==> config.mk <==
export PLATFORM = sky130hd
export DESIGN_NAME = axis_checker_lite_regs
export DESIGN_NICKNAME = d
export VERILOG_FILES = /design/src/rtl/axis_checker_pkg.sv /design/src/rtl/axis_checker_lite_regs.sv
export SDC_FILE = /design/constraint.sdc
export NUM_CORES = 1
export LEC_CHECK = 0
export CAP_MARGIN = 20
export CORE_MARGIN = 2
export CORE_UTILIZATION = 36
export CTS_BUF_LIST = sky130_fd_sc_hd__clkbuf_4 sky130_fd_sc_hd__clkbuf_8 sky130_fd_sc_hd__clkbuf_16
export DETAILED_ROUTE_END_ITERATION = 8
export PLACE_DENSITY = 0.79
export SLEW_MARGIN = 20
export SYNTH_ARGS = -nofsm -noshare
export SYNTH_HDL_FRONTEND = slang
export SYNTH_SLANG_ARGS = --single-unit
==> constraint.sdc <==
create_clock -name clk -period 1.3 [get_ports clk]
set_input_delay 0.26 -clock clk [delete_from_list [all_inputs] [get_ports clk]]
set_output_delay 0.26 -clock clk [all_outputs]
set_load 0.03 [all_outputs]
==> src/rtl/axis_checker_pkg.sv <==
// Shared definitions for the incrementing-stream checker.
//   - FSM state encoding
//   - AXI-Lite register word offsets (byte address [7:2])
//   - CTRL write bit positions
//   - Throttle LFSR seed, tap mask and step function
//     (used only when AXIS_CHECKER_THROTTLE_EN is defined)
package axis_checker_pkg;

    typedef enum logic [1:0] {
        StIdle = 2'd0,
        StRun  = 2'd1,
        StDone = 2'd2
    } state_e;

    localparam logic [5:0] RegExpInit   = 6'h00;
    localparam logic [5:0] RegExpLen    = 6'h01;
    localparam logic [5:0] RegCtrl      = 6'h02;
    localparam logic [5:0] RegBeatCnt   = 6'h03;
    localparam logic [5:0] RegErrCnt    = 6'h04;
    localparam logic [5:0] RegFirstData = 6'h05;
    localparam logic [5:0] RegFirstIdx  = 6'h06;
    localparam logic [5:0] RegThrottle  = 6'h07;

    localparam int unsigned CtrlArmBit   = 0;
    localparam int unsigned CtrlClearBit = 1;

    localparam logic [15:0] LfsrSeed = 16'hACE1;
    // Taps 16,14,13,11 as bit positions 15,13,12,10.
    localparam logic [15:0] LfsrTaps = 16'hB400;

    function automatic logic [15:0] lfsr_next(input logic [15:0] s);
        return {s[14:0], ^(s & LfsrTaps)};
    endfunction

endpackage

==> src/rtl/axis_checker_lite_regs.sv <==
// AXI4-Lite slave and register file for the incrementing-stream checker.
// Ports:
//   clk, rst_n            clock, async active-low reset
//   s_axi_*               AXI4-Lite slave (full-word access, strobes ignored)
//   arm_o, clear_o        one-cycle command pulses (arm has priority over clear)
//   exp_init_o, exp_len_o burst configuration
//   throttle_en_o         THROTTLE bit0 (only with AXIS_CHECKER_THROTTLE_EN)
//   status_i              {keep_err, tlast_err, done, busy}
//   beat_cnt_i, err_cnt_i, first_err_data_i, first_err_idx_i  read-only counters
// Optional feature macro: AXIS_CHECKER_THROTTLE_EN (adds register 0x1C).
module axis_checker_lite_regs
    import axis_checker_pkg::*;
#(
    parameter int unsigned ERR_CNT_WIDTH = 16
) (
    input  logic                     clk,
    input  logic                     rst_n,
    input  logic [7:0]               s_axi_awaddr,
    input  logic                     s_axi_awvalid,
    output logic                     s_axi_awready,
    input  logic [31:0]              s_axi_wdata,
    input  logic [3:0]               s_axi_wstrb,
    input  logic                     s_axi_wvalid,
    output logic                     s_axi_wready,
    output logic [1:0]               s_axi_bresp,
    output logic                     s_axi_bvalid,
    input  logic                     s_axi_bready,
    input  logic [7:0]               s_axi_araddr,
    input  logic                     s_axi_arvalid,
    output logic                     s_axi_arready,
    output logic [31:0]              s_axi_rdata,
    output logic [1:0]               s_axi_rresp,
    output logic                     s_axi_rvalid,
    input  logic                     s_axi_rready,
    output logic                     arm_o,
    output logic                     clear_o,
    output logic [31:0]              exp_init_o,
    output logic [31:0]              exp_len_o,
`ifdef AXIS_CHECKER_THROTTLE_EN
    output logic                     throttle_en_o,
`endif
    input  logic [3:0]               status_i,
    input  logic [31:0]              beat_cnt_i,
    input  logic [ERR_CNT_WIDTH-1:0] err_cnt_i,
    input  logic [31:0]              first_err_data_i,
    input  logic [31:0]              first_err_idx_i
);

    logic        awready_q;
    logic        bvalid_q;
    logic        arready_q;
    logic        rvalid_q;
    logic [31:0] rdata_q;
    logic [31:0] exp_init_q;
    logic [31:0] exp_len_q;
    logic [31:0] rd_mux;
    logic [5:0]  wr_word;
    logic [5:0]  rd_word;
    logic        wr_en;
    logic        ctrl_wr;
`ifdef AXIS_CHECKER_THROTTLE_EN
    logic        throttle_q;
`endif

    assign wr_word = s_axi_awaddr[7:2];
    assign rd_word = s_axi_araddr[7:2];
    // awready and wready rise together, so the write is committed in the ready cycle.
    assign wr_en   = awready_q;
    assign ctrl_wr = wr_en & (wr_word == RegCtrl);

    assign arm_o   = ctrl_wr & s_axi_wdata[CtrlArmBit];
    assign clear_o = ctrl_wr & s_axi_wdata[CtrlClearBit] & ~s_axi_wdata[CtrlArmBit];

    assign s_axi_awready = awready_q;
    assign s_axi_wready  = awready_q;
    assign s_axi_bvalid  = bvalid_q;
    assign s_axi_bresp   = 2'b00;
    assign s_axi_arready = arready_q;
    assign s_axi_rvalid  = rvalid_q;
    assign s_axi_rdata   = rdata_q;
    assign s_axi_rresp   = 2'b00;
    assign exp_init_o    = exp_init_q;
    assign exp_len_o     = exp_len_q;
`ifdef AXIS_CHECKER_THROTTLE_EN
    assign throttle_en_o = throttle_q;
`endif

    // Sub-word address bits and strobes carry no information for full-word access.
    logic unused_ok;
    assign unused_ok = ^{s_axi_wstrb, s_axi_awaddr[1:0], s_axi_araddr[1:0]};

    always_comb begin
        rd_mux = '0;
        case (rd_word)
            RegExpInit:   rd_mux = exp_init_q;
            RegExpLen:    rd_mux = exp_len_q;
            RegCtrl:      rd_mux = {28'b0, status_i};
            RegBeatCnt:   rd_mux = beat_cnt_i;
            RegErrCnt:    rd_mux = 32'(err_cnt_i);
            RegFirstData: rd_mux = first_err_data_i;
            RegFirstIdx:  rd_mux = first_err_idx_i;
`ifdef AXIS_CHECKER_THROTTLE_EN
            RegThrottle:  rd_mux = {31'b0, throttle_q};
`endif
            default:      rd_mux = '0;
        endcase
    end

    // Write channel handshake and writable registers.
    always_ff @(posedge clk or negedge rst_n) begin
        if (!rst_n) begin
            awready_q  <= 1'b0;
            bvalid_q   <= 1'b0;
            exp_init_q <= '0;
            exp_len_q  <= '0;
`ifdef AXIS_CHECKER_THROTTLE_EN
            throttle_q <= 1'b1;
`endif
        end else begin
            awready_q <= s_axi_awvalid & s_axi_wvalid & ~bvalid_q & ~awready_q;
            if (wr_en) begin
                bvalid_q <= 1'b1;
            end else if (s_axi_bready) begin
                bvalid_q <= 1'b0;
            end
            if (wr_en) begin
                case (wr_word)
                    RegExpInit:  exp_init_q <= s_axi_wdata;
                    RegExpLen:   exp_len_q  <= s_axi_wdata;
`ifdef AXIS_CHECKER_THROTTLE_EN
                    RegThrottle: throttle_q <= s_axi_wdata[0];
`endif
                    default: ;
                endcase
            end
        end
    end

    // Read channel: address accepted and data captured in the same cycle.
    always_ff @(posedge clk or negedge rst_n) begin
        if (!rst_n) begin
            arready_q <= 1'b0;
            rvalid_q  <= 1'b0;
            rdata_q   <= '0;
        end else begin
            arready_q <= s_axi_arvalid & ~rvalid_q & ~arready_q;
            if (arready_q) begin
                rvalid_q <= 1'b1;
                rdata_q  <= rd_mux;
            end else if (s_axi_rready) begin
                rvalid_q <= 1'b0;
            end
        end
    end

endmodule

==> metrics.md <==
| Metric | Value |
|---|---|
| Post-synth EDFFs | `0` |
| Max-cap viol count | `0` |
| Worst Hold Class | `in2async` |
| Antenna violations before repair | `0` |
| Avg Inst Size Synth | `11.33 sq um` |
| Main combinational cell family by area after synthesis | `multiplexers` |
| Worst Slack Setup Final | `-274.7 ps` |
| First-pass GRT wire length | `34,950 microns` |
| FF-to-FF setup slack | `-270 ps` |
| Vias per cell | `5.580` |
| Min Hold Slack | `371.1 ps` |
| F_max | `635.0 MHz` |
| Warnings from Yosys | `0` |
| Most frequent cells in the layout | `153 x clkdlybuf4s50_1, 142 x buf_4, 98 x dfrtp_1` |
| Count of final setup violators | `69` |
| Async S/R FF share, synth | `1.000` |
| Non-filler cells, final | `1,008` |
| Total GRT Usage | `0.2881` |
| Maximum clock insertion buffer count | `2` |
| Post-synthesis xor/xnor area fraction | `0` |
| Worst-path clk slew | `70 ps` |
| Chip Height | `126.0 microns` |
| GP Congestion | `0.8824` |
| Comb pwr share | `0.275` |
| Tmin final | `1575 ps` |
| Clk Tree Root Cell | `clkbuf_16` |
| Sequential-to-total area share from yosys stat | `0.4671` |
| DRT iter0 DRCs | `299` |
| CP Max Fanout | `8` |
| Number of remaining DRC errors | `0` |
| # placed instances | `962` |
| Synth Area in Compound Gates | `0.1546` |
| Switching power | `2.380 mW` |
| Setup crit end kind | `flop` |
| Main synth FF type | `dfrtp_1` |
| Core area | `0.01453 sq mm` |
| Clock Latency Late Sink | `350 ps` |
| Die Span X | `126.0 microns` |
| Post-synthesis simple-gate area fraction | `0.1095` |
| Failing checks | `setup timing` |
| Fin. Hold Viols | `0` |
| Seq pwr share | `0.412` |
| Worst Reg-to-Reg Cells | `6` |
| Area Overhead vs Synth | `84.66%` |
| DR WL/cell | `23.29 microns` |
| Final Max Tran Viols | `0` |
| CTS tree | `yes` |
| Met1 Use GR | `0.3448` |
| VDD IR max | `957.7 uV` |
| Initial Util | `0.3686` |
| Leak Pwr | `4.658 nW` |
| Yosys cell types | `51` |
| Num CTS Buffers | `9` |
| Diode count | `0` |
| Mux share of post-synthesis cell area | `0.2132` |
| Pwr Density | `836.8 mW/mm^2` |
| Most common cell after layout, fill and taps aside | `clkdlybuf4s50_1` |
| Die area | `0.01587 sq mm` |
| Via count | `5,625` |
| Crit path kind | `reg2reg` |
| H-tree Lvls | `3` |
| Clock skew | `6.639 ps` |
| CP Launch Type | `flop` |
| Clock power frac | `0.313` |
| CTS sink cnt | `100` |
| Met2 Use GR | `0.5003` |
| Final Cycle Share | `1.211` |
| Status | `finished, violations left` |
| Pint | `5.899 mW` |
| Total wire length | `23,470 microns` |
| GRT busiest layer | `met2` |
| Number of global-route vias before repair | `6,182` |
| Arr. time, crit path | `1810 ps` |
| Final setup TNS | `-14,230 ps` |
| NumNets Final | `995` |
| ANT nets after route | `0` |
| IO Pins | `282` |
| Total gr overflow | `0` |
| Seq cells post-synth | `100` |
| CP required | `1540 ps` |
| RSZ-0062 raised after global routing | `yes` |
| Share of layout cells above drive strength 1 | `0.4345` |
| Drt first pass iters | `5` |
| Detailed Place HPWL | `16,520 microns` |
| Adder-Cell Fraction of Synth Area | `0` |
| Port bufs | `269` |
| Net Sw Frac | `0.2875` |
| Row cnt | `44` |
| GR Util met3 | `0.07647` |
| Largest net degree at the start of global routing | `31` |
| Synthesized area | `0.005358 sq mm` |
| Gate Count Post-Synth | `473` |
| Finished Core Util | `0.6807` |
area by class of cell:
class                           instances  area, sq um
Clock inverter                          3        21.27
Sequential cell                       100         2505
Clock buffer                           12        260.3
Tap cell                              184        230.2
Timing Repair Buffer                  374         3625
Fill cell                            1080         4641
Inverter                               23        88.84
Multi-Input combinational cell        312         3163
power by group through the flow:
stage	clock network, mW	logic [mW]	registers [mW]
floorplan	0	0.538	3.73
global placement	0	1.99	3.45
detailed placement	0	2.03	3.46
CTS	2.64	2.21	3.40
global route	2.78	2.38	3.43
finish	2.59	2.28	3.41
registers in the layout, indices dropped and copies added, names as in the netlist:
signal         cells
exp_init_o        32
exp_len_o         32
s_axi_arready      1
s_axi_awready      1
s_axi_bvalid       1
s_axi_rdata       32
s_axi_rvalid       1
routing by layer:
layer,routed length [microns],vias to the layer above
li1,-,2493
met1,9058,2789
met2,12040,292
met3,1700,51
met4,672,0
met5,0,-
logic make-up (layout without fill, tap and decap cells):
family | count (synthesis) | after routing
compound gates | 108 | 108
mux | 106 | 106
flops | 100 | 100
simple gates | 92 | 94
buf+inv | 66 | 412
other cells | 1 | 4
cells in the mapped netlist (2+ instances only):
master / number / area, sq um
or4_1: 2 / 15.01
and3_1: 36 / 225.2
o32a_1: 4 / 40.04
mux2_2: 63 / 709.4
o221ai_1: 19 / 166.4
o2bb2ai_1: 3 / 26.28
a221oi_1: 4 / 35.03
mux2_1: 2 / 22.52
nand4_1: 3 / 18.77
nand2b_1: 2 / 12.51
a2111oi_0: 2 / 17.52
nand2_1: 6 / 22.52
a2bb2oi_1: 16 / 140.1
nor2_1: 7 / 26.28
nor3b_1: 3 / 22.52
inv_1: 23 / 86.33
nor2b_1: 7 / 43.79
and2_0: 2 / 12.51
o221a_2: 2 / 22.52
nand3_1: 2 / 10.01
nor3_1: 3 / 15.01
o21ai_0: 22 / 110.1
a22oi_1: 10 / 75.07
clkbuf_1: 19 / 71.32
buf_4: 7 / 52.55
a22o_1: 3 / 26.28
a21oi_1: 9 / 45.04
nor4_1: 4 / 25.02
a221o_1: 6 / 60.06
buf_2: 16 / 80.08
o22ai_1: 2 / 12.51
nand3b_1: 5 / 37.54
dfrtp_1: 100 / 2502
o22a_1: 2 / 17.52
mux2i_1: 41 / 410.4
stage by stage:
step                      area, sq um  setup WS [ps]  power, mW
after floorplan                  5702         -265.3      4.271
after global routing             9893         -316.3      8.590
final                            9893         -274.7      8.279
after global placement           8855         -837.6      5.446
after CTS                        9854         -283.2      8.258
after detailed placement         8855         -871.1      5.492
critical path: stages, from the launching register on:
cell     delay (ps)
dfrtp_2         390
nand2_4          70
buf_6           140
nor3b_4         190
buf_6           190
buf_12          170
mux2_4          310
worst paths after layout:
path                                            start                         end
max                           s_axi_awready$_DFF_PN0_    exp_len_o[6]$_DFFE_PN0P_
min                                             rst_n  exp_init_o[24]$_DFFE_PN0P_
max reg2reg                   s_axi_awready$_DFF_PN0_    exp_len_o[6]$_DFFE_PN0P_
min reg2reg                s_axi_rdata[6]$_DFFE_PN0P_  s_axi_rdata[6]$_DFFE_PN0P_
max in group asynchronous                       rst_n    exp_len_o[1]$_DFFE_PN0P_
min in group clk                      s_axi_araddr[2]  s_axi_rdata[9]$_DFFE_PN0P_
what timing repair did:
item / 4_1_cts / 5_1_grt
pin swaps: 18 / 19
gates resized for setup: 181 / 53
setup endpoints to repair: 116 / 101
gates cloned: 7 / 3
hold buffers: 1 / 0
buffers inserted: 17 / 7
hold endpoints to repair: 18 / 0
Note: power is estimated with default switching activity, not from simulation.
